===== src/rtl/async_fifo_flop_read_control.sv =====
// Read-side control for the flop-based async FIFO.
// It brings the write gray pointer into the read clock domain and keeps the
// read binary and gray pointers. From these it drives the head address, the
// empty and almost-empty flags, and an occupancy level. The read gray pointer
// goes back to the write domain, where it is used to detect full.
// Optional feature: define ASYNC_FIFO_RD_UNDERFLOW_ERR_EN to add the sticky
// underflow_err output and an assertion against popping while empty.

module async_fifo_flop_read_control #(
  parameter int unsigned READ_COUNTER_BITS   = 4,
  parameter int unsigned SYNC_STAGES         = 2,
  parameter int unsigned ALMOST_EMPTY_THRESH = 1
) (
  input  logic                         clk,
  input  logic                         reset_n,
  input  logic                         fifo_pop,
  input  logic [READ_COUNTER_BITS-1:0] write_gcode_ptr,
  output logic [READ_COUNTER_BITS-2:0] read_memory_addr,
  output logic [READ_COUNTER_BITS-1:0] read_gcode_ptr,
  output logic                         fifo_empty,
  output logic                         almost_empty,
  output logic [READ_COUNTER_BITS-1:0] fifo_level
`ifdef ASYNC_FIFO_RD_UNDERFLOW_ERR_EN
  ,
  output logic                         underflow_err
`endif
);

  localparam int unsigned PTR_W = READ_COUNTER_BITS;
  localparam int unsigned ADDR_W = READ_COUNTER_BITS - 1;
  localparam logic [PTR_W:0] AE_THRESH = (PTR_W + 1)'(ALMOST_EMPTY_THRESH);

  // Write-pointer synchronizer chain. Stage 0 samples the asynchronous input.
  logic [PTR_W-1:0] sync_q [SYNC_STAGES];
  logic [PTR_W-1:0] wr_gptr_sync_c;
  logic [PTR_W-1:0] wr_bin_sync_c;

  // Read pointers
  logic [PTR_W-1:0] rd_bin_q;
  logic [PTR_W-1:0] rd_bin_d;
  logic [PTR_W-1:0] rd_gray_q;
  logic [PTR_W-1:0] rd_gray_d;
  logic             rd_en_c;

  // Plain flop chain for the gray vector; only the gray code crosses domains
  always_ff @(posedge clk or negedge reset_n) begin
    if (!reset_n) begin
      for (int i = 0; i < int'(SYNC_STAGES); i++) begin
        sync_q[i] <= '0;
      end
    end else begin
      sync_q[0] <= write_gcode_ptr;
      for (int i = 1; i < int'(SYNC_STAGES); i++) begin
        sync_q[i] <= sync_q[i-1];
      end
    end
  end

  assign wr_gptr_sync_c = sync_q[SYNC_STAGES-1];

  // Gray to binary: bit i is the XOR of gray bits N-1 down to i
  always_comb begin
    wr_bin_sync_c = '0;
    for (int unsigned i = 0; i < PTR_W; i++) begin
      wr_bin_sync_c[i] = ^(wr_gptr_sync_c >> i);
    end
  end

  // A pop while empty is dropped
  assign rd_en_c = fifo_pop & ~fifo_empty;

  // Next read pointers; the gray pointer is encoded from the next binary value
  always_comb begin
    rd_bin_d  = rd_bin_q;
    rd_gray_d = rd_gray_q;
    if (rd_en_c) begin
      rd_bin_d  = rd_bin_q + PTR_W'(1);
      rd_gray_d = rd_bin_d ^ (rd_bin_d >> 1);
    end
  end

  // Read pointer registers
  always_ff @(posedge clk or negedge reset_n) begin
    if (!reset_n) begin
      rd_bin_q  <= '0;
      rd_gray_q <= '0;
    end else begin
      rd_bin_q  <= rd_bin_d;
      rd_gray_q <= rd_gray_d;
    end
  end

  // Flags and level. These are decoded only from flops, so they do not glitch.
  // The level is pessimistic because the write pointer it uses is late.
  always_comb begin
    read_memory_addr = rd_bin_q[ADDR_W-1:0];
    read_gcode_ptr   = rd_gray_q;
    fifo_empty       = (rd_gray_q == wr_gptr_sync_c);
    fifo_level       = wr_bin_sync_c - rd_bin_q;
    almost_empty     = ({1'b0, fifo_level} <= AE_THRESH);
  end

`ifdef ASYNC_FIFO_RD_UNDERFLOW_ERR_EN
  logic underflow_q;

  // Sticky underflow flag; only reset clears it
  always_ff @(posedge clk or negedge reset_n) begin
    if (!reset_n) begin
      underflow_q <= 1'b0;
    end else if (fifo_pop && fifo_empty) begin
      underflow_q <= 1'b1;
    end
  end

  assign underflow_err = underflow_q;

  // A pop must never be issued against an empty FIFO
  a_no_underflow : assert property (@(posedge clk) disable iff (!reset_n)
                                    !(fifo_pop && fifo_empty));
`endif

endmodule


===== config.mk =====
export PLATFORM = sky130hd
export DESIGN_NAME = async_fifo_flop_read_control
export DESIGN_NICKNAME = d
export VERILOG_FILES = /design/src/rtl/async_fifo_flop_read_control.sv
export SDC_FILE = /design/constraint.sdc
export NUM_CORES = 1
export LEC_CHECK = 0
export CAP_MARGIN = 15
export CORE_UTILIZATION = 46
export DETAILED_ROUTE_END_ITERATION = 10
export PLACE_DENSITY_LB_ADDON = 0.12
export SKIP_LAST_GASP = 1
export SYNTH_ARGS = -nofsm -noshare
export SYNTH_HDL_FRONTEND = slang
export SYNTH_SLANG_ARGS = --single-unit

===== constraint.sdc =====
create_clock -name clk -period 2.56 [get_ports clk]
set_input_delay 0.512 -clock clk [delete_from_list [all_inputs] [get_ports clk]]
set_output_delay 0.512 -clock clk [all_outputs]
set_load 0.01 [all_outputs]

==> run_results.csv, run 1 <==
group,metric,value,unit
power,p_switching,0.558,mW
floorplan,die_h,42.4,um
outcome,violations,"setup timing",
timing,period_needed,2.76,ns
timing,max_freq,0.362,GHz
timing,setup_violations,4,
cells_and_area,fillCellCount,129,
power,leakage,0.497,nW
grt,track_usage,0.173,
cells_and_area,drive_gt1_frac,0.312,
synthesis,synthMuxAreaShare,0.0200,
drt,wl_per_cell,12.7,um
synthesis,synth_top_family_by_area,"XOR/XNOR gates",
clock_network,cts.sinks,15,
power,seq_power_share,0.259,
timing,fin_ws,-0.204,ns
power,peakVddDrop,0.898,mV
drt,first_pass_iters,2,
synthesis,synth_area_leader_cell,"dfrtp_1",
timing,skew,0.00113,ns
drt,antenna_left,0,
clock_network,clk_pin_slew,0.08,ns
grt,first_global_vias,513,
drt,vias,520,
synthesis,synth_seq_area_share,0.501,
synthesis,yosys.area_share.simple,0.0684,
worst_setup_path,r2r_setup_slack,0.62,ns
power,total_power,1.40,mW
drt,wirelength,1.38,mm
flow_run,drv_cap,0,
grt,grt_pass1_wl,2.24,mm
outcome,status,"complete, but fails checks",
synthesis,syn_inst,62,
floorplan,die_w,42.4,um
timing,slew_headroom,0.563,
placed_design,dp_hpwl,1.03,mm
timing,fin_crit_sh,1.08,
clock_network,cts_tree,"yes",
synthesis,async_flop_share,1.00,
cells_and_area,antenna_cells,0,
synthesis,synth-compound-area-share,0.0851,
timing,worst_slew_pin_slew,0.654,ns
worst_setup_path,arrival,2.25,ns
grt,grt_max_degree,16,
placed_design,place.gp.congestion,0.732,
power,power_density,1310,mW/mm2
floorplan,ios,20,
clock_network,hold_buffers,0,
synthesis,ys_types,19,
drt,vias_per_cell,4.77,
power,clkPwrFrac,0.089,
synthesis,ys_ff_latch,15,
power,swShare,0.397,
grt,overflow,0,
timing,hold_viol_final,0,
worst_setup_path,crit_path_max_fanout,3,
cells_and_area,area_growth,43.4,%
floorplan,core-area,0.00151,mm2
synthesis,yosys.area.top_type_share,0.501,
floorplan,core.rowCount,14,
drt,drc,0,
timing,setup_tns,-0.469,ns
floorplan,start_util,0.498,
synthesis,syn-num-nets,74,
clock_network,h-tree-depth,1,
timing,rsz0062_at_grt,"yes",
drt,drt-initial-drc-count,12,
power,pwr-share-comb,0.652,
worst_setup_path,critPathCaptureType,"primary output",
worst_setup_path,worst_setup_path_start_kind,"flip-flop",
power,power.internal,0.846,mW
cells_and_area,regArea,375,um2
cells_and_area,multi_input_area,392,um2
synthesis,yosys_warnings,0,
hold_path,hp-class,"flip-flop to flip-flop",
clock_network,clockBufferDepth,2,
synthesis,synth_ff_type,"dfrtp_1",
synthesis,postSynthAreaPerCell,12.1,um2
grt,antenna_found_initial,0,
synthesis,netlist_area,749,um2
placed_design,io_buffers,19,
synthesis,yosys-top-cells-area,"dfrtp_1 (50%), xnor2_1 (9.3%), xor2_1 (8.2%), ha_1 (6.7%), o41ai_4 (3.7%)",
synthesis,synth_xor_area_frac,0.197,
synthesis,synth_fa_ha_area_frac,0.0935,
worst_setup_path,required,2.05,ns
timing,drv_slew,0,
clock_network,worstSkewPairLatency,0.26,ns
cells_and_area,nNetsFinal,106,
worst_setup_path,crit_type,"flip-flop to primary output",
clock_network,cts-root-buf,"clkbuf_4",
synthesis,synth_common_cells,"dfrtp_1 (15), xnor2_1 (8), inv_1 (7), xor2_1 (7), nand2_1 (5)",
clock_network,cts_inserted_buffers,3,
synthesis,synth-edff-count,0,
floorplan,die_area,0.00179,mm2
synthesis,yosysMostFrequentCell,"dfrtp_1",
## cell families (layout without fill, tap and decap cells)
family                   Yosys count  count (layout)
buffers and inverters              7              38
AND/OR/NAND/NOR                   11              11
adder cells (fa/ha/maj)            5               5
XOR/XNOR                          16              16
AO/OA/AOI/OAI                      7               7
flip-flops                        15              15
multiplexers                       1               1
## critical path, stage by stage (launching register included)
cell	delay, ns
dfrtp_1	0.41
xor2_2	0.20
xnor2_2	0.16
xor2_1	0.16
ha_2	0.20
fa_2	0.53
inv_2	0.04
a211oi_2	0.12
buf_2	0.15
## layout by cell type (no fill, tap or decap), types with 2 or more instances in the layout
cell type / n
inv_1: 6
xnor2_2: 2
nand2_1: 5
buf_2: 3
clkdlybuf4s50_1: 14
ha_1: 3
dfrtp_1: 15
buf_4: 8
xor2_1: 6
clkbuf_4: 3
xor2_2: 2
o21ai_0: 3
xnor2_1: 6
## registers in the layout (all words and copies together), names as in the netlist
name and cells:
wr_gptr_sync_c 4, sync_q 4, rd_bin_q 4, read_gcode_ptr 3
## what timing repair did
item	4_1_cts	5_1_grt
resized for setup	24	4
endpoints found under the setup margin	5	5
pin swaps	8	6
buffers inserted	1	0
## per-layer routing
layer | track usage | wire, um | vias up
met3 | 0.0129 | 37 | 4
met2 | 0.292 | 693 | 12
met5 | 0 | 0 | -
li1 | - | - | 260
met1 | 0.228 | 617 | 244
met4 | 0.0750 | 34 | 0
## worst paths after layout
check / startpoint / end / cells after the start
max in group asynchronous: reset_n / rd_bin_q[3] / 1
hold / removal: sync_q[4] / wr_gptr_sync_c[0] / 0
setup reg to reg: wr_gptr_sync_c[3] / rd_bin_q[1] / 4
min in group asynchronous: reset_n / rd_bin_q[0] / 1
setup / recovery: wr_gptr_sync_c[3] / almost_empty / 8
hold reg to reg: sync_q[4] / wr_gptr_sync_c[0] / 0
## metrics by stage
stage / setup WS (ns) / instances / hold slack [ns] / instance area (um2) / utilization
after floorplan: 0.00816 / 62 / 0.216 / 754 / -
after global placement: -0.368 / 104 / 0.332 / 1020 / 0.675
after detailed placement: -0.443 / 104 / 0.336 / 1020 / 0.675
after CTS: -0.269 / 109 / 0.355 / 1060 / 0.702
after global routing: -0.364 / 109 / 0.366 / 1070 / 0.713
final: -0.204 / 109 / 0.353 / 1070 / 0.713
## power by group through the flow
stage          sequential (mW)  combinational (mW)  clock (mW)
3_3_place_gp             0.367               0.873           0
5_1_grt                  0.373               0.999       0.145
6_report                 0.363               0.915       0.124
4_1_cts                  0.365               0.863       0.129
2_1_floorplan            0.403               0.474           0
3_5_place_dp             0.368               0.888           0
## cell type report
type	count	area share
Timing Repair Buffer	27	0.219
Multi-Input combinational cell	40	0.364
Clock buffer	4	0.0244
Tap cell	16	0.0186
Sequential cell	15	0.349
Inverter	7	0.0244
No activity file was read; power rests on OpenSTA's default activity.
==> inputs of run 2 (changes only) <==
- HOLD_SLACK_MARGIN: unset -> 0.12
- PLACE_DENSITY: unset -> 0.75
- PLACE_DENSITY_LB_ADDON: 0.12 -> unset
==> run_results.csv, run 2 (synthesis results as in run 1) <==
group,metric,value,unit
grt,grt_max_degree,16,
placed_design,io_buffers,19,
worst_setup_path,crit_chain,"xor2_2, xnor2_2, buf_4, inv_2, ha_4, nor2b_4, o21ai_2, a21o_2, a211oi_2, buf_2",
clock_network,cts_inserted_buffers,3,
worst_setup_path,required,2.05,ns
grt,globalRouteMet3Util,0.0259,
worst_setup_path,worst_setup_path_start_kind,"flip-flop",
clock_network,cts_tree,"yes",
cells_and_area,final_common_cell,"dfrtp_1",
timing,skew,0.00119,ns
placed_design,place.gp.congestion,0.734,
floorplan,die_area,0.00179,mm2
grt,grt_pass1_wl,2.26,mm
floorplan,die_w,42.4,um
clock_network,clk_pin_slew,0.08,ns
timing,setup_tns,-0.622,ns
grt,met2_usage,0.332,
cells_and_area,nNetsFinal,106,
worst_setup_path,cpMaxStageDelayCell,"dfrtp_1",
hold_path,hp-class,"flip-flop to flip-flop",
timing,max_freq,0.359,GHz
cells_and_area,area_growth,47.7,%
floorplan,start_util,0.498,
power,peakVddDrop,0.908,mV
clock_network,cts.sinks,15,
timing,setup_violations,4,
timing,worst_slew_pin_slew,0.643,ns
floorplan,die_h,42.4,um
clock_network,hold_buffers,0,
grt,first_global_vias,525,
clock_network,h-tree-depth,1,
cells_and_area,design_area,0.00111,mm2
timing,rsz0062_at_grt,"yes",
drt,antenna_left,0,
grt,antenna_found_initial,0,
worst_setup_path,crit_type,"flip-flop to primary output",
timing,hold_viol_final,0,
flow_run,drv_cap,0,
timing,period_needed,2.79,ns
drt,vias,515,
grt,overflow,0,
floorplan,core-area,0.00151,mm2
cells_and_area,drive_gt1_frac,0.355,
worst_setup_path,critPathCaptureType,"primary output",
clock_network,worstSkewPairLatency,0.27,ns
timing,fin_ws,-0.229,ns
cells_and_area,antenna_cells,0,
clock_network,clockBufferDepth,2,
grt,busiest_layer,"met2",
worst_setup_path,arrival,2.28,ns
power,power_density,1350,mW/mm2
drt,wl_per_cell,13.6,um
grt,grt_use_met1,0.200,
drt,vias_per_cell,4.72,
clock_network,cts-root-buf,"clkbuf_4",
placed_design,dp_hpwl,1.10,mm
timing,slew_headroom,0.570,
drt,drc,0,
drt,drt-initial-drc-count,2,
outcome,violations,"setup timing",
floorplan,core.rowCount,14,
cells_and_area,final_cell_mix,"dfrtp_1 (15), clkdlybuf4s50_1 (14), buf_4 (8)",
power,leakage,0.504,nW
floorplan,ios,20,
outcome,status,"complete, but fails checks",
grt,track_usage,0.184,
timing,fin_crit_sh,1.09,
timing,drv_slew,0,
worst_setup_path,crit_path_max_fanout,2,
drt,wirelength,1.48,mm
placed_design,dpl-instance-area,0.00101,mm2
worst_setup_path,slowest_delay,0.42,ns
drt,first_pass_iters,3,
run 2: changes by cell type in the layout (fill, tap and decap cells not counted):
cell,change
nor4_1,-1
nor2b_4,+1
buf_6,+1
nor4_2,+1
ha_1,-1
inv_2,+1
nor2b_1,-1
buf_2,-1
inv_1,-1
ha_4,+1
run 2: power breakdown:
part	switching, mW	leakage, nW	internal (mW)
clock network	0.0655	0.0150	0.0603
logic	0.463	0.312	0.542
registers	0.0610	0.176	0.303
run 2: repair_timing:
action | 4_1_cts | 5_1_grt
setup endpoints to repair | 5 | 5
pin swaps | 8 | 10
gates cloned | 0 | 0
buffers inserted | 2 | 1
resized for setup | 26 | 8
run 2: worst paths after layout:
check / to / slack [ns] / startpoint / cells past startpoint
max: almost_empty / -0.23 / wr_gptr_sync_c[2] / 10
min: wr_gptr_sync_c[0] / 0.35 / sync_q[4] / 0
max reg2reg: rd_bin_q[1] / 0.63 / wr_gptr_sync_c[3] / 4
min reg2reg: wr_gptr_sync_c[0] / 0.35 / sync_q[4] / 0
max in group asynchronous: sync_q[7] / 1.52 / reset_n / 1
min in group asynchronous: wr_gptr_sync_c[0] / 0.63 / reset_n / 1
run 2: final cells by class:
type	instances	area, um2
Clock buffer	4	26.3
Fill cell	112	399
Sequential cell	15	375
Multi-Input combinational cell	40	418
Inverter	7	26.3
Tap cell	16	20.0
Timing Repair Buffer	27	241
run 2: per-stage QoR:
step	setup slack (ns)	instances	utilization	hold slack, ns	power (mW)
3_3_place_gp	-0.370	103	0.670	0.331	1.24
4_1_cts	-0.294	109	0.718	0.356	1.41
2_1_floorplan	0.00816	62	-	0.216	0.877
6_report	-0.229	109	0.735	0.354	1.50
3_5_place_dp	-0.498	103	0.670	0.338	1.26
5_1_grt	-0.350	109	0.735	0.366	1.60
run 2: critical path, delay by kind of cell (launching register included):
family / cells / cell delay (ns)
xor+xnor: 2 / 0.38
compound gates: 3 / 0.48
buf+inv: 3 / 0.34
fa+ha+maj: 1 / 0.25
flops: 1 / 0.42
simple gates: 1 / 0.14
run 2: routing by layer:
layer | vias up | share of wire
li1 | 264 | -
met1 | 240 | 0.41
met2 | 9 | 0.55
met3 | 2 | 0.024
met4 | 0 | 0.0081
met5 | - | 0
==> inputs of run 3 (changes only) <==
- PLACE_DENSITY: 0.75 -> 0.74
==> run_results.csv, run 3 (synthesis results as in run 1) <==
group,metric,value,unit
outcome,status,"complete, but fails checks",
outcome,violations,"setup timing",
worst_setup_path,slowest_delay,0.41,ns
cells_and_area,drive_gt1_frac,0.280,
worst_setup_path,r2r-start,"wr_gptr_sync_c[3]",
timing,drv_slew,0,
floorplan,start_util,0.498,
grt,antenna_found_initial,0,
cells_and_area,final_common_cell,"dfrtp_1",
power,leakage,0.493,nW
drt,drc,0,
timing,hold_viol_final,0,
clock_network,worstSkewPairLatency,0.27,ns
placed_design,dpl-instance-area,0.00101,mm2
drt,wl_per_cell,12.1,um
timing,fin_ws,-0.261,ns
placed_design,pre_cts_ws,-0.432,ns
grt,first_global_vias,492,
power,power_density,1330,mW/mm2
cells_and_area,multi_input_area,380,um2
power,peakVddDrop,0.824,mV
worst_setup_path,arrival,2.31,ns
floorplan,ios,20,
worst_setup_path,cp-endpoint,"almost_empty",
worst_setup_path,cp_top_family,"XOR/XNOR gates",
worst_setup_path,required,2.05,ns
flow_run,drv_cap,0,
timing,skew,0.00171,ns
drt,antenna_left,0,
worst_setup_path,cpMaxStageDelayCell,"dfrtp_1",
worst_setup_path,path_depth,8,
drt,first_pass_iters,2,
clock_network,cts-root-buf,"clkbuf_4",
cells_and_area,area_growth,42.7,%
worst_setup_path,r2r_setup_slack,0.64,ns
worst_setup_path,crit_path_frequent_cell,"xnor2_2",
grt,busiest_layer,"met2",
grt,grt_max_degree,16,
timing,fin_crit_sh,1.10,
grt,overflow,0,
worst_setup_path,crit_start,"wr_gptr_sync_c[2]",
grt,track_usage,0.172,
power,total_power,1.43,mW
grt,globalRouteMet3Util,0.0302,
grt,grt_use_met1,0.210,
worst_setup_path,r2r_end,"rd_bin_q[1]",
worst_setup_path,worst_setup_path_start_kind,"flip-flop",
clock_network,clockBufferDepth,2,
timing,period_needed,2.82,ns
cells_and_area,regArea,375,um2
timing,setup_violations,4,
timing,slew_headroom,0.576,
worst_setup_path,crit_type,"flip-flop to primary output",
drt,drt-initial-drc-count,5,
clock_network,cts_tree,"yes",
cells_and_area,nNetsFinal,106,
worst_setup_path,cp.buffers_inverters,1,
cells_and_area,fillCellCount,120,
timing,rsz0062_at_grt,"yes",
placed_design,io_buffers,19,
clock_network,clk_pin_slew,0.08,ns
worst_setup_path,reg2regPathDepth,4,
grt,met2_usage,0.286,
floorplan,die_area,0.00179,mm2
clock_network,cts_inserted_buffers,3,
floorplan,die_h,42.4,um
clock_network,cts.sinks,15,
placed_design,place.gp.congestion,0.726,
hold_path,hp-class,"flip-flop to flip-flop",
drt,vias_per_cell,4.76,
cells_and_area,final_cell_mix,"dfrtp_1 (15), clkdlybuf4s50_1 (14), buf_4 (8)",
worst_setup_path,critPathCaptureType,"primary output",
worst_setup_path,crit_chain,"xor2_2, xnor2_2, xor2_1, ha_2, fa_2, xnor2_2, a211oi_2, buf_2",
timing,worst_slew_pin_slew,0.634,ns
cells_and_area,design_area,0.00107,mm2
clock_network,h-tree-depth,1,
clock_network,hold_buffers,0,
placed_design,dp_hpwl,1.03,mm
worst_setup_path,crit_path_max_fanout,3,
timing,max_freq,0.355,GHz
floorplan,die_w,42.4,um
cells_and_area,antenna_cells,0,
floorplan,core.rowCount,14,
drt,vias,519,
drt,wirelength,1.32,mm
floorplan,core-area,0.00151,mm2
grt,grt_pass1_wl,2.21,mm
==> run 3: worst reg2reg max path: stages, from the launching register on <==
cell and delay [ns]:
dfrtp_1 0.43, buf_4 0.16, xor2_2 0.20, o41ai_4 0.68
mux2_4 0.35
==> run 3: final cells by class <==
type,instances,area share
inverters,7,0.0246
clock buffers,4,0.0246
well taps,16,0.0187
multi-input cells,40,0.356
repair buffers,27,0.226
flip-flops and latches,15,0.351
==> run 3: how the worst min path moves through the flow <==
| stage | endpoint | depth (start not counted) | startpoint |
|---|---|---|---|
| final | wr_gptr_sync_c[0] | 0 | sync_q[4] |
| after global routing | wr_gptr_sync_c[3] | 0 | sync_q[7] |
| after CTS | wr_gptr_sync_c[1] | 0 | sync_q[5] |
| after detailed placement | wr_gptr_sync_c[0] | 0 | sync_q[4] |
| after global placement | wr_gptr_sync_c[3] | 0 | sync_q[7] |
| after floorplan | rd_bin_q[0] | 0 | reset_n |
==> run 3: metrics by stage <==
stage               hold slack, ns  instances  utilization  setup TNS (ns)
floorplan                    0.216         62            -               0
global placement             0.331        103        0.670           -1.03
detailed placement           0.336        103        0.670           -1.32
CTS                          0.355        109        0.696          -0.768
global route                 0.362        109        0.710           -1.15
finish                       0.352        109        0.710          -0.596
==> run 3: where the power goes <==
group | switching [mW] | internal (mW) | total [mW]
registers | 0.0600 | 0.303 | 0.363
clock network | 0.0690 | 0.0604 | 0.129
logic | 0.429 | 0.504 | 0.933
==> run 3: per-layer routing <==
metal	vias up	wire length, um
met5	-	0
met4	0	32
met3	4	34
met2	13	676
met1	240	578
li1	262	-
==> run 3: timing repair <==
item,CTS,global route
pin swaps,7,4
endpoints found under the setup margin,5,5
endpoints found under the hold margin,0,0
resized for setup,23,3
buffers inserted,2,0
